==> src/rtl/pipe_pkg.sv <==
// Shared types and constants for the elastic pipeline stage.
package pipe_pkg;

  typedef enum logic [1:0] {
    EMPTY = 2'd0,
    FULL  = 2'd1,
    SKID  = 2'd2
  } stage_state_e;

  localparam logic [31:0] NOP_INSTR   = 32'h0000_0013;
  localparam logic [63:0] NOP_PAYLOAD = {NOP_INSTR, 32'h0};

endpackage

==> src/rtl/pipe_skid_stage_if.sv <==
// Upstream and downstream valid/ready handshake bundle for one pipeline stage.
interface pipe_skid_stage_if #(
  parameter int unsigned DATA_W = 64
);

  logic              in_valid;
  logic              in_ready;
  logic [DATA_W-1:0] in_data;
  logic              out_valid;
  logic              out_ready;
  logic [DATA_W-1:0] out_data;

  // Environment side: drives the upstream payload and the downstream ready.
  modport master (
    output in_valid, in_data, out_ready,
    input  in_ready, out_valid, out_data
  );

  // Stage side.
  modport slave (
    input  in_valid, in_data, out_ready,
    output in_ready, out_valid, out_data
  );

endinterface

==> src/rtl/sat_counter.sv <==
// Up-counter that sticks at all-ones instead of wrapping.
module sat_counter #(
  parameter int unsigned W = 16
) (
  input  logic         clk,
  input  logic         rst_n,
  input  logic         inc,
  output logic [W-1:0] count
);

  logic [W-1:0] r_count;

  always_ff @(posedge clk or negedge rst_n) begin
    if (!rst_n) begin
      r_count <= '0;
    end else if (inc && (r_count != '1)) begin
      r_count <= r_count + 1'b1;
    end
  end

  assign count = r_count;

endmodule

==> src/rtl/pipe_skid_stage.sv <==
// Elastic pipeline stage: main + skid register, registered in_ready,
// synchronous flush to a NOP bubble, saturating stall/flush counters.
module pipe_skid_stage
  import pipe_pkg::*;
#(
  parameter int unsigned        DATA_W   = 64,
  parameter logic [DATA_W-1:0]  NOP_DATA = DATA_W'(NOP_PAYLOAD),
  parameter int unsigned        CNT_W    = 16
) (
  input  logic                  clk,
  input  logic                  rst_n,
  input  logic                  flush,
  pipe_skid_stage_if.slave      bus,
  output logic [CNT_W-1:0]      stall_cnt,
  output logic [CNT_W-1:0]      flush_cnt
);

  stage_state_e      r_state;
  stage_state_e      w_state_nxt;
  logic [DATA_W-1:0] r_main;
  logic [DATA_W-1:0] r_skid;
  logic [DATA_W-1:0] w_main_nxt;
  logic [DATA_W-1:0] w_skid_nxt;
  logic              r_in_ready;
  logic              r_out_valid;
  logic              w_accept;
  logic              w_emit;
  logic              w_stall;

  assign w_accept = bus.in_valid && r_in_ready;
  assign w_emit   = r_out_valid && bus.out_ready;
  assign w_stall  = r_out_valid && !bus.out_ready && !flush;

  always_comb begin
    w_state_nxt = r_state;
    w_main_nxt  = r_main;
    w_skid_nxt  = r_skid;
    unique case (r_state)
      EMPTY: begin
        if (w_accept) begin
          w_state_nxt = FULL;
          w_main_nxt  = bus.in_data;
        end
      end
      FULL: begin
        if (w_accept && w_emit) begin
          w_main_nxt = bus.in_data;
        end else if (w_accept) begin
          w_state_nxt = SKID;
          w_skid_nxt  = bus.in_data;
        end else if (w_emit) begin
          w_state_nxt = EMPTY;
        end
      end
      SKID: begin
        if (w_emit) begin
          w_state_nxt = FULL;
          w_main_nxt  = r_skid;
        end
      end
      default: w_state_nxt = EMPTY;
    endcase
    // Flush overrides whatever the handshake decided, including a SKID drain.
    if (flush) begin
      w_state_nxt = EMPTY;
      w_main_nxt  = NOP_DATA;
      w_skid_nxt  = NOP_DATA;
    end
  end

  // Handshake flags are registered copies of the next state, so in_ready
  // never sees out_ready combinationally.
  always_ff @(posedge clk or negedge rst_n) begin
    if (!rst_n) begin
      r_state     <= EMPTY;
      r_main      <= NOP_DATA;
      r_skid      <= NOP_DATA;
      r_in_ready  <= 1'b1;
      r_out_valid <= 1'b0;
    end else begin
      r_state     <= w_state_nxt;
      r_main      <= w_main_nxt;
      r_skid      <= w_skid_nxt;
      r_in_ready  <= (w_state_nxt != SKID);
      r_out_valid <= (w_state_nxt != EMPTY);
    end
  end

  assign bus.in_ready  = r_in_ready;
  assign bus.out_valid = r_out_valid;
  assign bus.out_data  = r_main;

  sat_counter #(.W(CNT_W)) u_stall_cnt (
    .clk   (clk),
    .rst_n (rst_n),
    .inc   (w_stall),
    .count (stall_cnt)
  );

  sat_counter #(.W(CNT_W)) u_flush_cnt (
    .clk   (clk),
    .rst_n (rst_n),
    .inc   (flush),
    .count (flush_cnt)
  );

endmodule
==> src/flat_wrapper.sv <==
// flat-port wrapper written by rule: the top's interface ports become plain ports
module pipe_skid_stage_flat import pipe_pkg::*;
#(
  parameter int unsigned        DATA_W   = 64,
  parameter logic [DATA_W-1:0]  NOP_DATA = DATA_W'(NOP_PAYLOAD),
  parameter int unsigned        CNT_W    = 16
)
  (clk, rst_n, flush, stall_cnt, flush_cnt, bus_in_valid, bus_in_data, bus_out_ready, bus_in_ready, bus_out_valid, bus_out_data);
  pipe_skid_stage_if #(.DATA_W(DATA_W)) bus_i ();
  input  logic clk;
  input  logic rst_n;
  input  logic flush;
  output logic [CNT_W-1:0] stall_cnt;
  output logic [CNT_W-1:0] flush_cnt;
  input wire logic [$bits(bus_i.in_valid)-1:0] bus_in_valid;
  input wire logic [$bits(bus_i.in_data)-1:0] bus_in_data;
  input wire logic [$bits(bus_i.out_ready)-1:0] bus_out_ready;
  output wire logic [$bits(bus_i.in_ready)-1:0] bus_in_ready;
  output wire logic [$bits(bus_i.out_valid)-1:0] bus_out_valid;
  output wire logic [$bits(bus_i.out_data)-1:0] bus_out_data;
  assign bus_i.in_valid = bus_in_valid;
  assign bus_i.in_data = bus_in_data;
  assign bus_i.out_ready = bus_out_ready;
  assign bus_in_ready = bus_i.in_ready;
  assign bus_out_valid = bus_i.out_valid;
  assign bus_out_data = bus_i.out_data;
  pipe_skid_stage #(.DATA_W(DATA_W), .NOP_DATA(NOP_DATA), .CNT_W(CNT_W)) u_core (.clk(clk), .rst_n(rst_n), .flush(flush), .bus(bus_i), .stall_cnt(stall_cnt), .flush_cnt(flush_cnt));
endmodule
==> config.mk <==
export PLATFORM = sky130hd
export DESIGN_NAME = pipe_skid_stage_flat
export DESIGN_NICKNAME = d
export VERILOG_FILES = /design/src/rtl/pipe_pkg.sv /design/src/rtl/pipe_skid_stage_if.sv /design/src/rtl/sat_counter.sv /design/src/rtl/pipe_skid_stage.sv /design/src/flat_wrapper.sv
export SDC_FILE = /design/constraint.sdc
export NUM_CORES = 1
export LEC_CHECK = 0
export CORE_ASPECT_RATIO = 2
export CORE_MARGIN = 2
export CORE_UTILIZATION = 50
export DETAILED_ROUTE_END_ITERATION = 7
export MAX_ROUTING_LAYER = met4
export PLACE_DENSITY = 0.87
export SYNTH_ARGS = -nofsm -noshare
export SYNTH_HDL_FRONTEND = slang
export SYNTH_SLANG_ARGS = --single-unit
==> constraint.sdc <==
create_clock -name clk -period 2.5 [get_ports clk]
set_input_delay 0.375 -clock clk [delete_from_list [all_inputs] [get_ports clk]]
set_output_delay 0.375 -clock clk [all_outputs]
set_load 0.02 [all_outputs]
==> run summary <==
status - complete, no violations
RSZ-0062 raised after global routing - false
vias in the first global route - 6286
area grow syn2layout - 36.85%
ant diodes - 0
Core ar. - 13970 sq um
Mean Syn Cell Area - 10.66 sq um
final setup skew - 14.89 ps
worst path buffer plus inverter count - 0
DR iter-0 viols - 401
# rows - 61
Setup Viol. Count Final - 0
Post-synth EDFFs - 0
Hold EP - u_core.r_state[0]
Sink Count - 164
Final Hold Fails - 0
initial core utilization - 0.5112
synth top area cells - dfrtp_1 (55%), a22o_1 (7.6%), a311oi_1 (7.5%), nand2_1 (7.3%), nor2_1 (3.7%)
design area - 9772 sq um
Min Clock Period, post-route - 2129 ps
Clock Latency Late Sink - 430 ps
Cell Chain, Critical Path - ha_1 > nand4_2 > nor4_1 > nand3_1 > mux2_2
DR WL/cell - 18.79 um
min-delay src - flush
die span in x - 88.50 um
register area - 4113 sq um
nets - 892
Final Util - 0.6996
Post-synth ARST share - 1.000
slew margin rel. - 0.5585
max cap viols - 0
PortBufs - 166
worst hold slack - 398.5 ps
CP peak stage delay - 610 ps
DRC Markers - 0
Power Density - 798.5 nW/um^2
Fmax - 469.8 MHz
Die Span Y - 173.0 um
Synth Net Count - 741
CTS max path bufs - 2
CTS tree - done
fin crit share - 0.8515
Synth Flop Type - dfrtp_1
largest net degree at the start of global routing - 67
clk root buf - clkbuf_16
Seq/Total Area, Yosys - 0.5760
CP Capture Type - flop
via count - 5994
WHS Path Cells - 3
multi-input logic area - 2813 sq um
total track usage - 0.2682
Synth top area share - 0.5502
DIE AREA - 15310 sq um
drt first pass iters - 5
DR vias/cell - 5.859
post-synthesis cell count - 670
routed wire length - 19220 um
Critical Path Start Type - flop
placer congestion estimate - 0.8513
cell family contributing the most delay on the critical path - simple AND/OR/NAND/NOR gates
Fillers - 1007
share of cells above drive strength 1 - 0.09832
DP HPWL - 12280 um
first-pass GRT wire length - 31210 um
Final Max Slew Viols - 0
synthesized area - 7141 sq um
Yosys reg bits - 164
Num CTS Buffers - 17
# IOs - 167
post-synth cell types - 50
CP Class - reg2reg
antenna-violating nets left - 0
Max VDD drop - 0.0004737 V
Data required, critical path - 2820 ps
Sum Neg Setup Slack - 0 ps
reg-to-reg startpoint - u_core.u_flush_cnt.count[0]
Critical Path AT - 2440 ps
antenna violations before repair - 0
Leakage - 4.250 nW
Clk pin slew, worst setup/hold paths - 70 ps
reg2reg path depth - 5
reg2reg setup slack - 370 ps
slowest cell on the critical path - nor4_1
yosys warns - 0
Overall Power - 7.803 mW
HP Class - in2reg
post_cts resized - 0
dominant cell type by area after synthesis - dfrtp_1
worst-margin pin slew - 656.2 ps
# H-tree levels - 4
Reg2Reg Capture Point - u_core.u_flush_cnt.count[14]
Placed Area - 9119 sq um
crit-path max FO - 7
total grt overflow - 0
[registers in the layout, summed over array words and instances, names as in the netlist]
name,count
u_core.u_flush_cnt.count,16
u_core.r_skid,64
u_core.bus.in_ready,1
u_core.bus.out_valid,1
u_core.u_stall_cnt.count,16
u_core.bus.out_data,64
u_core.r_state,2
[cells in the final DEF, fill, tap and decap left out, drive strengths merged, types with 2 or more instances in the layout]
master / synthesis / routed
or2: 2 / 2
clkbuf: 29 / 18
dfstp: 7 / 7
o22a: 3 / 3
clkinv: 0 / 2
ha: 2 / 2
nand3: 15 / 15
nor2: 70 / 70
o2111ai: 2 / 2
nand4: 10 / 10
or4: 2 / 2
xor2: 13 / 13
nand2: 140 / 140
mux2: 4 / 4
dfrtp: 157 / 157
a22o: 62 / 62
a311oi: 61 / 61
and3: 6 / 6
xnor2: 10 / 10
bufinv: 0 / 4
nand2b: 2 / 2
o211ai: 2 / 2
nor4: 9 / 9
clkdlybuf4s50: 0 / 164
o21a: 3 / 3
buf: 25 / 21
nor2b: 2 / 2
a31oi: 3 / 3
o21ai: 6 / 6
nor3: 7 / 7
inv: 5 / 12
[cell type report]
cell class	count	share of cell area
Sequential cell	164	0.4209
Multi-Input combinational cell	447	0.2878
Timing Repair Buffer	186	0.1994
Clock buffer	18	0.04392
Tap cell	189	0.02420
Clock inverter	14	0.02189
Inverter	5	0.001921
[cell usage after synthesis, drive strengths merged (3+ instances only)]
library cell / n
dfrtp: 157
nor2: 70
dfstp: 7
inv: 5
clkbuf: 29
xor2: 13
o21a: 3
o22a: 3
buf: 25
nand3: 15
a22o: 62
nand4: 10
nand2: 140
o21ai: 6
a31oi: 3
nor3: 7
and3: 6
nor4: 9
mux2: 4
xnor2: 10
a311oi: 61
[cell families (layout without fill, tap and decap cells)]
logic type / after synthesis / in the layout / share of synthesized area
and+or+nand+nor: 271 / 271 / 0.1747
xor gates and xnor gates: 23 / 23 / 0.02821
DFF: 164 / 164 / 0.5760
adders and majority gates: 2 / 2 / 0.003504
AOI/OAI and AO/OA: 147 / 147 / 0.1747
buffers and inverters: 59 / 223 / 0.03662
muxes: 4 / 4 / 0.006308
[where the power goes]
part | leakage, nW | switching (mW) | total, mW | internal [mW]
clock | 0.312 | 1.15 | 2.86 | 1.71
combinational | 1.76 | 0.924 | 1.74 | 0.812
sequential | 2.18 | 0.270 | 3.21 | 2.94
total | 4.25 | 2.34 | 7.80 | 5.46
[metal layers]
layer,global-route usage,wire [um]
met5,-,0
met3,0.04057,837
met4,0.1357,773
met1,0.3114,7386
met2,0.4411,10220
[metrics by stage]
stage                     cells  setup slack [ps]
after floorplan             670             413.7
after global placement      990             357.4
after detailed placement    990             266.8
after CTS                  1023             397.7
after global routing       1023             180.8
final                      1023             371.3
[timing repair]
item | CTS | global route
setup buffers | 0 | 0
hold endpoints to repair | 56 | 0
hold buffers | 1 | 0
[worst max-delay path by stage]
stage | startpoint | to | slack, ps | cells after the start
after floorplan | u_core.u_flush_cnt.count[0] | u_core.u_flush_cnt.count[1] | 410 | 6
after global routing | u_core.u_flush_cnt.count[0] | u_core.u_flush_cnt.count[14] | 180 | 5
after detailed placement | bus_out_ready | u_core.bus.out_data[13] | 270 | 6
after global placement | bus_out_ready | u_core.bus.out_data[44] | 360 | 6
after CTS | u_core.u_flush_cnt.count[0] | u_core.u_flush_cnt.count[1] | 400 | 5
final | u_core.u_flush_cnt.count[0] | u_core.u_flush_cnt.count[14] | 370 | 5
[worst reg2reg max path, stage by stage (launching register included)]
cell and delay (ps):
dfrtp_1 470, ha_1 250, nand4_2 220, nor4_1 620
nand3_1 170, mux2_2 300
No activity file was read; power rests on OpenSTA's default activity.
